===== config.mk =====
export PLATFORM = sky130hd
export DESIGN_NAME = arb_mux
export DESIGN_NICKNAME = d
export VERILOG_FILES = /design/src/rtl/arb_pkg.sv /design/src/rtl/rr_pick.sv /design/src/rtl/arb_mux.sv
export SDC_FILE = /design/constraint.sdc
export NUM_CORES = 1
export LEC_CHECK = 0
export CORE_AREA = 2 2 69 71
export CTS_BUF_LIST = sky130_fd_sc_hd__clkbuf_4
export DETAILED_ROUTE_END_ITERATION = 7
export DIE_AREA = 0 0 71 73
export DONT_BUFFER_PORTS = 1
export HOLD_SLACK_MARGIN = 0.08
export PLACE_DENSITY = 0.82
export SETUP_SLACK_MARGIN = 0.3
export SYNTH_ARGS = -nofsm -noshare
export SYNTH_HDL_FRONTEND = slang
export SYNTH_SLANG_ARGS = --single-unit

===== constraint.sdc =====
create_clock -name clk -period 8.97 [get_ports clk]
set_input_delay 1.3455 -clock clk [delete_from_list [all_inputs] [get_ports clk]]
set_output_delay 1.3455 -clock clk [all_outputs]
set_load 0.01 [all_outputs]

===== src/rtl/arb_pkg.sv =====
// Shared types and helpers for the requester arbitration blocks.
package arb_pkg;

    typedef enum logic {
        ARB_IDLE   = 1'b0,
        ARB_LOCKED = 1'b1
    } arb_state_t;

    // Index width that never collapses to zero bits.
    function automatic int idx_w(input int n);
        return (n > 2) ? $clog2(n) : 1;
    endfunction

endpackage


===== src/rtl/rr_pick.sv =====
// Rotating priority encoder: first set request at or after ptr, wrapping at N.
module rr_pick
    import arb_pkg::*;
#(
    parameter int N  = 4,
    parameter int IW = idx_w(N)
) (
    input  logic [N-1:0]  req,
    input  logic [IW-1:0] ptr,
    output logic          any,
    output logic [IW-1:0] idx
);

    localparam logic [IW:0] N_W = (IW+1)'(N);

    logic [N-1:0] rot;
    logic [IW:0]  off;
    logic [IW:0]  sum;

    always_comb begin
        // Shifting the doubled vector rotates req so ptr lands at bit 0.
        rot = N'({req, req} >> ptr);
        off = '0;
        for (int k = N - 1; k >= 0; k--) begin
            if (rot[k]) off = k[IW:0];
        end
        sum = {1'b0, ptr} + off;
        if (sum >= N_W) sum = sum - N_W;
        any = |req;
        idx = IW'(sum);
    end

endmodule


===== src/rtl/arb_mux.sv =====
// N-input round-robin arbitrating mux with optional packet locking and a
// registered output beat; valid/ready on both sides.
module arb_mux
    import arb_pkg::*;
#(
    parameter int  WIDTH = 32,
    parameter int  N     = 4,
    parameter int  LOCK  = 1,
    localparam int IW    = idx_w(N)
) (
    input  logic               clk,
    input  logic               rst_n,
    input  logic [N-1:0]       in_valid,
    input  logic [N*WIDTH-1:0] in_data,
    input  logic [N-1:0]       in_last,
    output logic [N-1:0]       in_ready,
    output logic               out_valid,
    output logic [WIDTH-1:0]   out_data,
    output logic               out_last,
    output logic [IW-1:0]      out_src,
    input  logic               out_ready,
    output arb_state_t         dbg_state
);

    // Handshake: a beat moves when valid && ready on the same rising edge;
    // a producer holds valid and its payload stable until that edge.

    arb_state_t       state, state_d;
    logic [IW-1:0]    ptr, ptr_d;
    logic [IW-1:0]    gnt, gnt_d;
    logic             pick_any;
    logic [IW-1:0]    pick_idx;
    logic             slot;
    logic [IW-1:0]    sel;
    logic [IW-1:0]    sel_next;
    logic             sel_on;
    logic             sel_valid;
    logic             sel_last;
    logic [WIDTH-1:0] sel_data;
    logic             take;

    rr_pick #(.N(N), .IW(IW)) u_pick (
        .req (in_valid),
        .ptr (ptr),
        .any (pick_any),
        .idx (pick_idx)
    );

    // Output register can take a beat when empty or being drained this cycle.
    assign slot = !out_valid || out_ready;

    always_comb begin
        sel       = (state == ARB_LOCKED) ? gnt : pick_idx;
        sel_on    = rst_n && slot && ((state == ARB_LOCKED) || pick_any);
        sel_data  = '0;
        sel_last  = 1'b0;
        sel_valid = 1'b0;
        in_ready  = '0;
        for (int i = 0; i < N; i++) begin
            if (sel == IW'(i)) begin
                sel_data    = in_data[i*WIDTH +: WIDTH];
                sel_last    = in_last[i];
                sel_valid   = in_valid[i];
                in_ready[i] = sel_on;
            end
        end
        take     = sel_on && sel_valid;
        // Explicit wrap so non-power-of-two N cycles correctly.
        sel_next = (sel == IW'(N - 1)) ? '0 : sel + IW'(1);
    end

    always_comb begin
        state_d = state;
        ptr_d   = ptr;
        gnt_d   = gnt;
        if (take) begin
            if (sel_last || (LOCK == 0)) begin
                state_d = ARB_IDLE;
                ptr_d   = sel_next;
            end else begin
                state_d = ARB_LOCKED;
                gnt_d   = sel;
            end
        end
    end

    always_ff @(posedge clk) begin
        if (!rst_n) begin
            state     <= ARB_IDLE;
            ptr       <= '0;
            gnt       <= '0;
            out_valid <= 1'b0;
            out_data  <= '0;
            out_last  <= 1'b0;
            out_src   <= '0;
        end else begin
            state <= state_d;
            ptr   <= ptr_d;
            gnt   <= gnt_d;
            if (take) begin
                out_valid <= 1'b1;
                out_data  <= sel_data;
                out_last  <= sel_last;
                out_src   <= sel;
            end else if (out_ready) begin
                out_valid <= 1'b0;
            end
        end
    end

    assign dbg_state = state;

endmodule


==> results list, run 1 <==
* Sequential-to-total area share from yosys stat: 30.5%
- Leaving out fill and tap cells, the most frequent cell in the layout is sky130_fd_sc_hd__a21oi_1.
- The clock tree synthesis step divided the H-tree into 2 levels.
* Post-detailed-route wirelength per cell: about 19 um
- Of all nets on the critical path, the largest fanout is 24.
* Period utilization: 58.5%
- Setup Crit Path Kind: in2out
- Count of yosys warnings during synthesis: 0
* Number of nets still failing antenna checks after routing: 0
- First DRT Iteration DRCs: 167
* Die Footprint: 5180 sq um
- Setup repair after global routing left no endpoint under its margin.
- After detailed routing, the total wire length is 6940 um.
- Top cells by area in the synthesized netlist: sky130_fd_sc_hd__dfxtp_1 30%, sky130_fd_sc_hd__a21oi_1 12%, sky130_fd_sc_hd__a221oi_1 10%, sky130_fd_sc_hd__nor2b_1 8.4%, sky130_fd_sc_hd__nor3_1 5.9%
- Dividing total power by cell area gives a power density of 548 nW/um^2.
- Cell Count, Final, Fillers Out: 374
- PnR Total Power: 1.45 mW
* Count of cells resized by post-cts repair: 0
- Net count after synthesis: between 400 and 500
* Status: finished clean
- Hold repair after CTS inserted 0 buffers.
* Number of input and output port buffers inserted: 0
* Drt via density: 6.82
- The analysis attributes to cell leakage a power of ~0.94 nW.
- The cell sitting at the root of the clock tree is a sky130_fd_sc_hd__clkbuf_4.
* Detailed-route via count: 2549
* Pin slew with the least headroom to its limit: 1020 ps
- In this run the standard cell core region covers 4540 sq um.
* DP Wirelength: 4930 um
- STA classifies the critical path endpoint as an output port.
- The number of global-route vias before repair was 2247.
- A synthesized cell averages between 7 and 8 sq um.
* Die Width: 71 um
* FF-to-FF setup slack: 4650 ps
* Type of origin of the critical path: input port
* Final hold viol count: 0
- Data arrival time of the critical path: 3900 ps
- Setup crit end: in_ready[1]
- Die span in y: 73 um
- Rel. slew slack: 31.8%
- Primary flip-flop cell chosen by synthesis mapping: sky130_fd_sc_hd__dfxtp_1
- Timing would allow up to 191 MHz.
* Hold path startpoint: gnt[1]
- Netlist area before placement: approximately 2700 sq um
- Clock tree from TritonCTS: built
- In this run the deepest clock path goes through 2 buffers.
- Max-slew violation count: 0
- Endpoint of the most critical register-to-register path: out_src[1]
- Across the routed clock network, the largest skew measured is a little under 5 ps.
- Wire length of the first global-routing pass: 10700 um
- DR pass1 iterations: 4
* Clock Pin Slew Worst Setup and Hold Paths: 100 ps
- Remaining routing DRC violations: 0
- In the layout the commonest cells are 67 x sky130_fd_sc_hd__a21oi_1, 41 x sky130_fd_sc_hd__dfxtp_1, 35 x sky130_fd_sc_hd__nor2b_1.
* Final sum of negative setup slack: 0 ps
- The repair_antennas step left the layout with diodes totalling 0.
* Critical path required time: approximately 7600 ps
- Clock latency at the later pin of the worst-skew pair: 340 ps
- In the synthesized netlist the async set-or-reset flop fraction comes to 0%.
- Number of top-level design ports: 180
- Summed over all layers, the global routing overflow is 0.
- Yosys top cell by area: sky130_fd_sc_hd__dfxtp_1
* Final setup violation count: 0
- Subtracting the final worst setup slack from the clock period gives 5240 ps.
* Number of synthesized register bits: between 40 and 50
- Across the run, the number of max-cap violations was 0.
- Startpoint of the most critical setup path: in_valid[0]
- Aggregate global-route resource usage: 25.8%
- Gate count of the mapped netlist: 349
* Clock sink count: 41
- The layout has 414 filler cells.
* Clock buffers created by TritonCTS: 5
- Standard-cell row count: 25
* Worst r2r path cells: 12
- Setup slack closes at 3730 ps.
- Counting distinct cell types in the post-synthesis netlist gives 40.
- Type of the tightest min-delay check: reg2reg
- The congestion estimate from routability-driven global placement came to 0.860.
* Area growth from synthesis to final layout: -1.63%
- Reg2reg start: ptr[0]
- Once the floorplan was initialized, standard cells occupied about three fifths of the core.
* Fin nets: 463
* Number of antenna violations at the first check in global routing: 0
- Worst setup timing slack at the placement stage: 3730 ps
* Layout cell share with drive strength beyond 1: 5.63%
- Post-CTS Setup Inserts: 0
- Placed cells: 366
- The share of synthesized area in the top cell type comes to 30.5%.
- Counting flops with a built-in enable in the synthesized netlist gives 0.
* VDD IR-drop max: 0.228 mV
- Largest net degree at the start of global routing: 71
cell type report:
class                      count  area (sq um)  share of cell area [%]
multi-input combinational    264          1660                    62.8
sequential                    41           821                    31.0
tap                           54          67.6                    2.55
clock buffer                   8          60.1                    2.27
timing repair buffer           3          22.5                   0.850
inverter                       4          15.0                   0.567
per-layer routing:
metal	GRT usage, %	part of all wire (%)
met5	0	0
met4	8.18	1.6
met3	6.08	8.8
met2	43.8	49
met1	32.6	40
synth_stat cells, drive strengths merged (2+ instances only):
| cell type | count |
|---|---|
| a21oi | 67 |
| nand3b | 4 |
| inv | 4 |
| a221oi | 32 |
| nor2b | 36 |
| nand2b | 3 |
| nor2 | 8 |
| mux2i | 5 |
| ha | 5 |
| o32ai | 2 |
| nor3 | 32 |
| o211a | 2 |
| dfxtp | 41 |
| xnor2 | 2 |
| a211oi | 2 |
| clkbuf | 30 |
| o211ai | 3 |
| buf | 10 |
| a21boi | 2 |
| o21ai | 33 |
| nand2 | 7 |
| and2 | 6 |
cells by family (layout without fill, tap and decap cells):
family                     after synthesis  in the layout  share of synthesized area (%)
AOI/OAI and AO/OA                      149            149                           34.9
xor gates and xnor gates                 2              2                          0.651
adders and majority gates                5              5                           2.32
buffers and inverters                   44             15                           8.04
DFF                                     41             41                           30.5
muxes                                    6              6                           2.28
and+or+nand+nor                        102            102                           21.4
worst min path at each step:
| stage | end | slack, ps | cells past startpoint |
|---|---|---|---|
| floorplan | gnt[0] | 490 | 2 |
| detailed placement | gnt[1] | 510 | 2 |
| global route | gnt[1] | 550 | 2 |
| CTS | gnt[1] | 530 | 2 |
| finish | gnt[1] | 530 | 2 |
| global placement | gnt[1] | 510 | 2 |
where the power goes:
group / switching [mW] / total, mW / internal (mW) / leakage, nW
Sequential: 0.0603 / 0.295 / 0.235 / 0.336
Combinational: 0.634 / 1.06 / 0.427 / 0.566
Clock: 0.0541 / 0.0945 / 0.0404 / 0.0368
Total: 0.748 / 1.45 / 0.702 / 0.939
sequential cells by signal, indices dropped and copies added (netlist names):
signal / count
out_src: 2
dbg_state: 1
out_data: 32
out_last: 1
gnt: 2
out_valid: 1
ptr: 2
metrics by stage:
| stage | hold slack (ps) | instance area, sq um | utilization [%] |
|---|---|---|---|
| 5_1_grt | 553 | 2650 | 58.4 |
| 3_5_place_dp | 510 | 2590 | 57.1 |
| 2_1_floorplan | 486 | 2690 | - |
| 6_report | 527 | 2650 | 58.4 |
| 3_3_place_gp | 510 | 2590 | 57.1 |
| 4_1_cts | 528 | 2650 | 58.4 |
worst max-delay path, cell delays in order:
cell and delay (ps):
sky130_fd_sc_hd__or4_1 490, sky130_fd_sc_hd__o2111ai_1 100, sky130_fd_sc_hd__ha_1 190, sky130_fd_sc_hd__xnor2_1 70, sky130_fd_sc_hd__xnor2_1 330, sky130_fd_sc_hd__mux2_2 250
sky130_fd_sc_hd__ha_1 500, sky130_fd_sc_hd__buf_4 380, sky130_fd_sc_hd__and2_1 220
No activity file was read; power rests on OpenSTA's default activity.
==> run 2: changes to the inputs <==
Clock period 8.97 ns to 5.1 ns, I/O delays scaled along.
==> run 2 against run 1 <==
Against the previous run:
- utilization up 1.1 points
- clock skew down 0.90 ps
- clock power up 120%
- non-clock buffer count up 4
- sequential power up 77%
- setup slack worse by 2800 ps
- sequential cell count unchanged
- die area unchanged
- combinational power up 79%
- critical endpoint is now in_ready[3]
- largest cell class unchanged
==> results list, run 2 (synthesis results as in run 1) <==
- The flip-flop count of the largest register, all copies and words added came to 32 (unchanged).
- The clock-pin slew of the registers on the worst-case setup and hold paths came to 110 ps (was 100 ps).
* Setup Crit Path Kind: reg2out (was in2out)
* Post-detailed-route wirelength per cell: 18.4 um (was 18.6 um)
- The final critical path takes up 81.9% of the cycle.
- Area growth from synthesis to final layout: 0.186% (was -1.63%)
- Top library cells by usage in the layout, fill and taps aside: 67 x sky130_fd_sc_hd__a21oi_1, 41 x sky130_fd_sc_hd__dfxtp_1, 35 x sky130_fd_sc_hd__nor2b_1 (unchanged)
* Clock tree from TritonCTS: built (unchanged)
* Final worst hold slack: 541 ps (was 527 ps)
* Max Fclk: 239 MHz
- The die outline width was 71 um (unchanged).
* Setup repair after global routing missed its margin: false (unchanged)
* Standard-cell row count: 25 (unchanged)
* Type of origin of the critical path: flip-flop (was input port)
* Die span in y: 73 um (unchanged)
* Hold Path End: out_src[0] (was gnt[1])
- Capturing element type of the critical path: output port (unchanged)
* Summed area of non-filler cells in the final layout: 2700 sq um (was 2650 sq um)
* Detailed-route via count: 2550 (was 2549)
- The number of buffers created by CTS is 5 (unchanged).
- Largest register by flop count: out_data (unchanged)
- FF-to-FF setup slack: 1180 ps (was 4650 ps)
- Die Footprint: 5180 sq um (unchanged)
- The launch point of the worst hold path is rst_n (was gnt[1]).
- For the finished layout, the period the worst path requires is 4180 ps.
- Cell Chain, Critical Path: or4_1, o2111ai_1, ha_1, xnor2_1, xnor2_1, mux2i_1, ha_2, buf_4, and2_1 (was or4_1, o2111ai_1, ha_1, xnor2_1, xnor2_1, mux2_2, ha_1, buf_4, and2_1)
* Drt total wl: 6970 um (was 6940 um)
* Drt via density: 6.75 (was 6.82)
- Number of antenna violations at the first check in global routing: 0 (unchanged)
- Antenna diode instance count: 0 (unchanged)
- The maximum fanout along the worst path is 39 (was 24).
- Fin nets: 467 (was 463)
- Total power density per cell area: 977 nW/um^2 (was 548 nW/um^2)
* Clock latency at the later pin of the worst-skew pair: 340 ps (about the same)
* Effective utilization at floorplan: 59.4% (unchanged)
- The number of instances resized during post-cts repair came to 0 (unchanged).
* Largest net degree at the start of global routing: 45 (was 71)
- The post-route total power is 2.63 mW (was 1.45 mW).
- Hold-fix buffers, CTS: 0 (unchanged)
* Number of top-level design ports: 180 (unchanged)
- The aggregate global routing overflow came to 0 (unchanged).
- The number of endpoints with negative hold slack in the final report came to 0 (unchanged).
- Final setup violation count: 0 (unchanged)
- The total global routing track utilization came to 25.8% (about the same).
- The most common library cell in the layout ignoring fill and taps is sky130_fd_sc_hd__a21oi_1 (unchanged).
- The worst reg2reg path endpoint is out_data[5] (was out_src[1]).
* Type of the tightest min-delay check: in2reg (was reg2reg)
- Worst r2r path cells: 13 (was 12)
- Pin slew with the least headroom to its limit: 573 ps (was 1020 ps)
* Worst path most repeated cell: sky130_fd_sc_hd__xnor2_1
* First DRT Iteration DRCs: 109 (was 167)
- H-tree lvl count: 2 (unchanged)
* Hold path depth: 1 (was 2)
- Critical path required time: 4340 ps (was 7620 ps)
- Clock sink count: 41 (unchanged)
- Placement-stage cell area: 2620 sq um (was 2590 sq um)
* Rel. slew slack: 61.8% (was 31.8%)
* Remaining routing DRC violations: 0 (unchanged)
- The final-layout setup total negative slack is 0 ps (unchanged).
- Wire length of the first global-routing pass: 10800 um (was 10700 um)
- DR pass1 iterations: 4 (unchanged)
* Root buffer cell: sky130_fd_sc_hd__clkbuf_4 (unchanged)
- LEAKAGE: 0.966 nW (was 0.939 nW)
- The number of buffers added on ports came to 0 (unchanged).
- Final worst setup slack: 921 ps (was 3730 ps)
* Slowest cell on the critical path: sky130_fd_sc_hd__ha_2 (was sky130_fd_sc_hd__ha_1)
- GP Congestion: 0.780 (was 0.860)
* Status: finished clean (unchanged)
- Via count of the first global-routing pass: 2225 (was 2247)
- The placed wire-length estimate is 5140 um (was 4930 um).
- Post-CTS Setup Inserts: 0 (unchanged)
- Data arrival time of the critical path: 3410 ps (was 3900 ps)
* Buffer levels on the longest clock path: 2 (unchanged)
- The pre-CTS setup slack is 923 ps (was 3730 ps).
- Core Region: 4540 sq um (unchanged)
- Max-slew violation count: 0 (unchanged)
- Worst setup skew after layout: 4.06 ps (was 4.96 ps)
* Largest stage delay, worst path: 590 ps (was 500 ps)
- VDD IR-drop max: 0.496 mV (was 0.228 mV)
- Layout cell share with drive strength beyond 1: 6.48% (was 5.63%)
- Reg2reg start: ptr[0] (unchanged)
* Number of max-cap violations: 0 (unchanged)
* Number of nets still failing antenna checks after routing: 0 (unchanged)
-- run 2: changes by cell type in the layout (fill, tap and decap cells not counted) --
cell,change
sky130_fd_sc_hd__bufinv_16,+1
sky130_fd_sc_hd__clkbuf_4,-2
sky130_fd_sc_hd__buf_4,+4
sky130_fd_sc_hd__clkinv_1,+1
-- run 2: report_power, final --
part	internal [mW]	total [mW]	switching, mW	leakage [nW]
logic	0.791	1.90	1.11	0.587
registers	0.413	0.522	0.109	0.336
clock network	0.107	0.210	0.102	0.0433
-- run 2: cell type report --
cell class              instances  area, sq um
clock buffers                   6         45.0
clock inverters                 2         33.8
fillers                       439         1840
inverters                       4         15.0
multi-input cells             264         1660
flip-flops and latches         41          821
well taps                      54         67.6
repair buffers                  7         52.6
-- run 2: how the worst max path moves through the flow --
| stage | cells past startpoint | slack [ps] | endpoint | from |
|---|---|---|---|---|
| floorplan | 12 | 1130 | in_ready[3] | in_valid[0] |
| global placement | 9 | 1050 | in_ready[3] | in_valid[0] |
| detailed placement | 13 | 920 | out_data[6] | in_valid[0] |
| CTS | 9 | 900 | in_ready[3] | ptr[0] |
| global route | 9 | 570 | in_ready[3] | ptr[0] |
| finish | 9 | 920 | in_ready[3] | ptr[0] |
-- run 2: critical path, delay by kind of cell (launching register included) --
family | cells | cell delay (ps)
AO/OA/AOI/OAI | 1 | 90
XOR/XNOR | 2 | 280
adder cells (fa/ha/maj) | 2 | 780
buffers and inverters | 1 | 430
flip-flops | 1 | 440
multiplexers | 1 | 230
AND/OR/NAND/NOR | 2 | 790
-- run 2: per-layer routing --
layer | vias up | part of all wire, % | wire length, um | global-route usage, %
met5 | - | 0 | 0 | 0
met4 | 0 | 2.0 | 139 | 8.39
met3 | 15 | 7.1 | 493 | 6.08
met2 | 116 | 50 | 3460 | 42.7
met1 | 1160 | 41 | 2880 | 33.2
li1 | 1259 | - | - | -
-- run 2: per-stage QoR --
step           cells  util [%]
6_report         378      59.5
4_1_cts          378      59.5
3_3_place_gp     370      57.7
3_5_place_dp     370      57.7
5_1_grt          378      59.5
2_1_floorplan    349         -
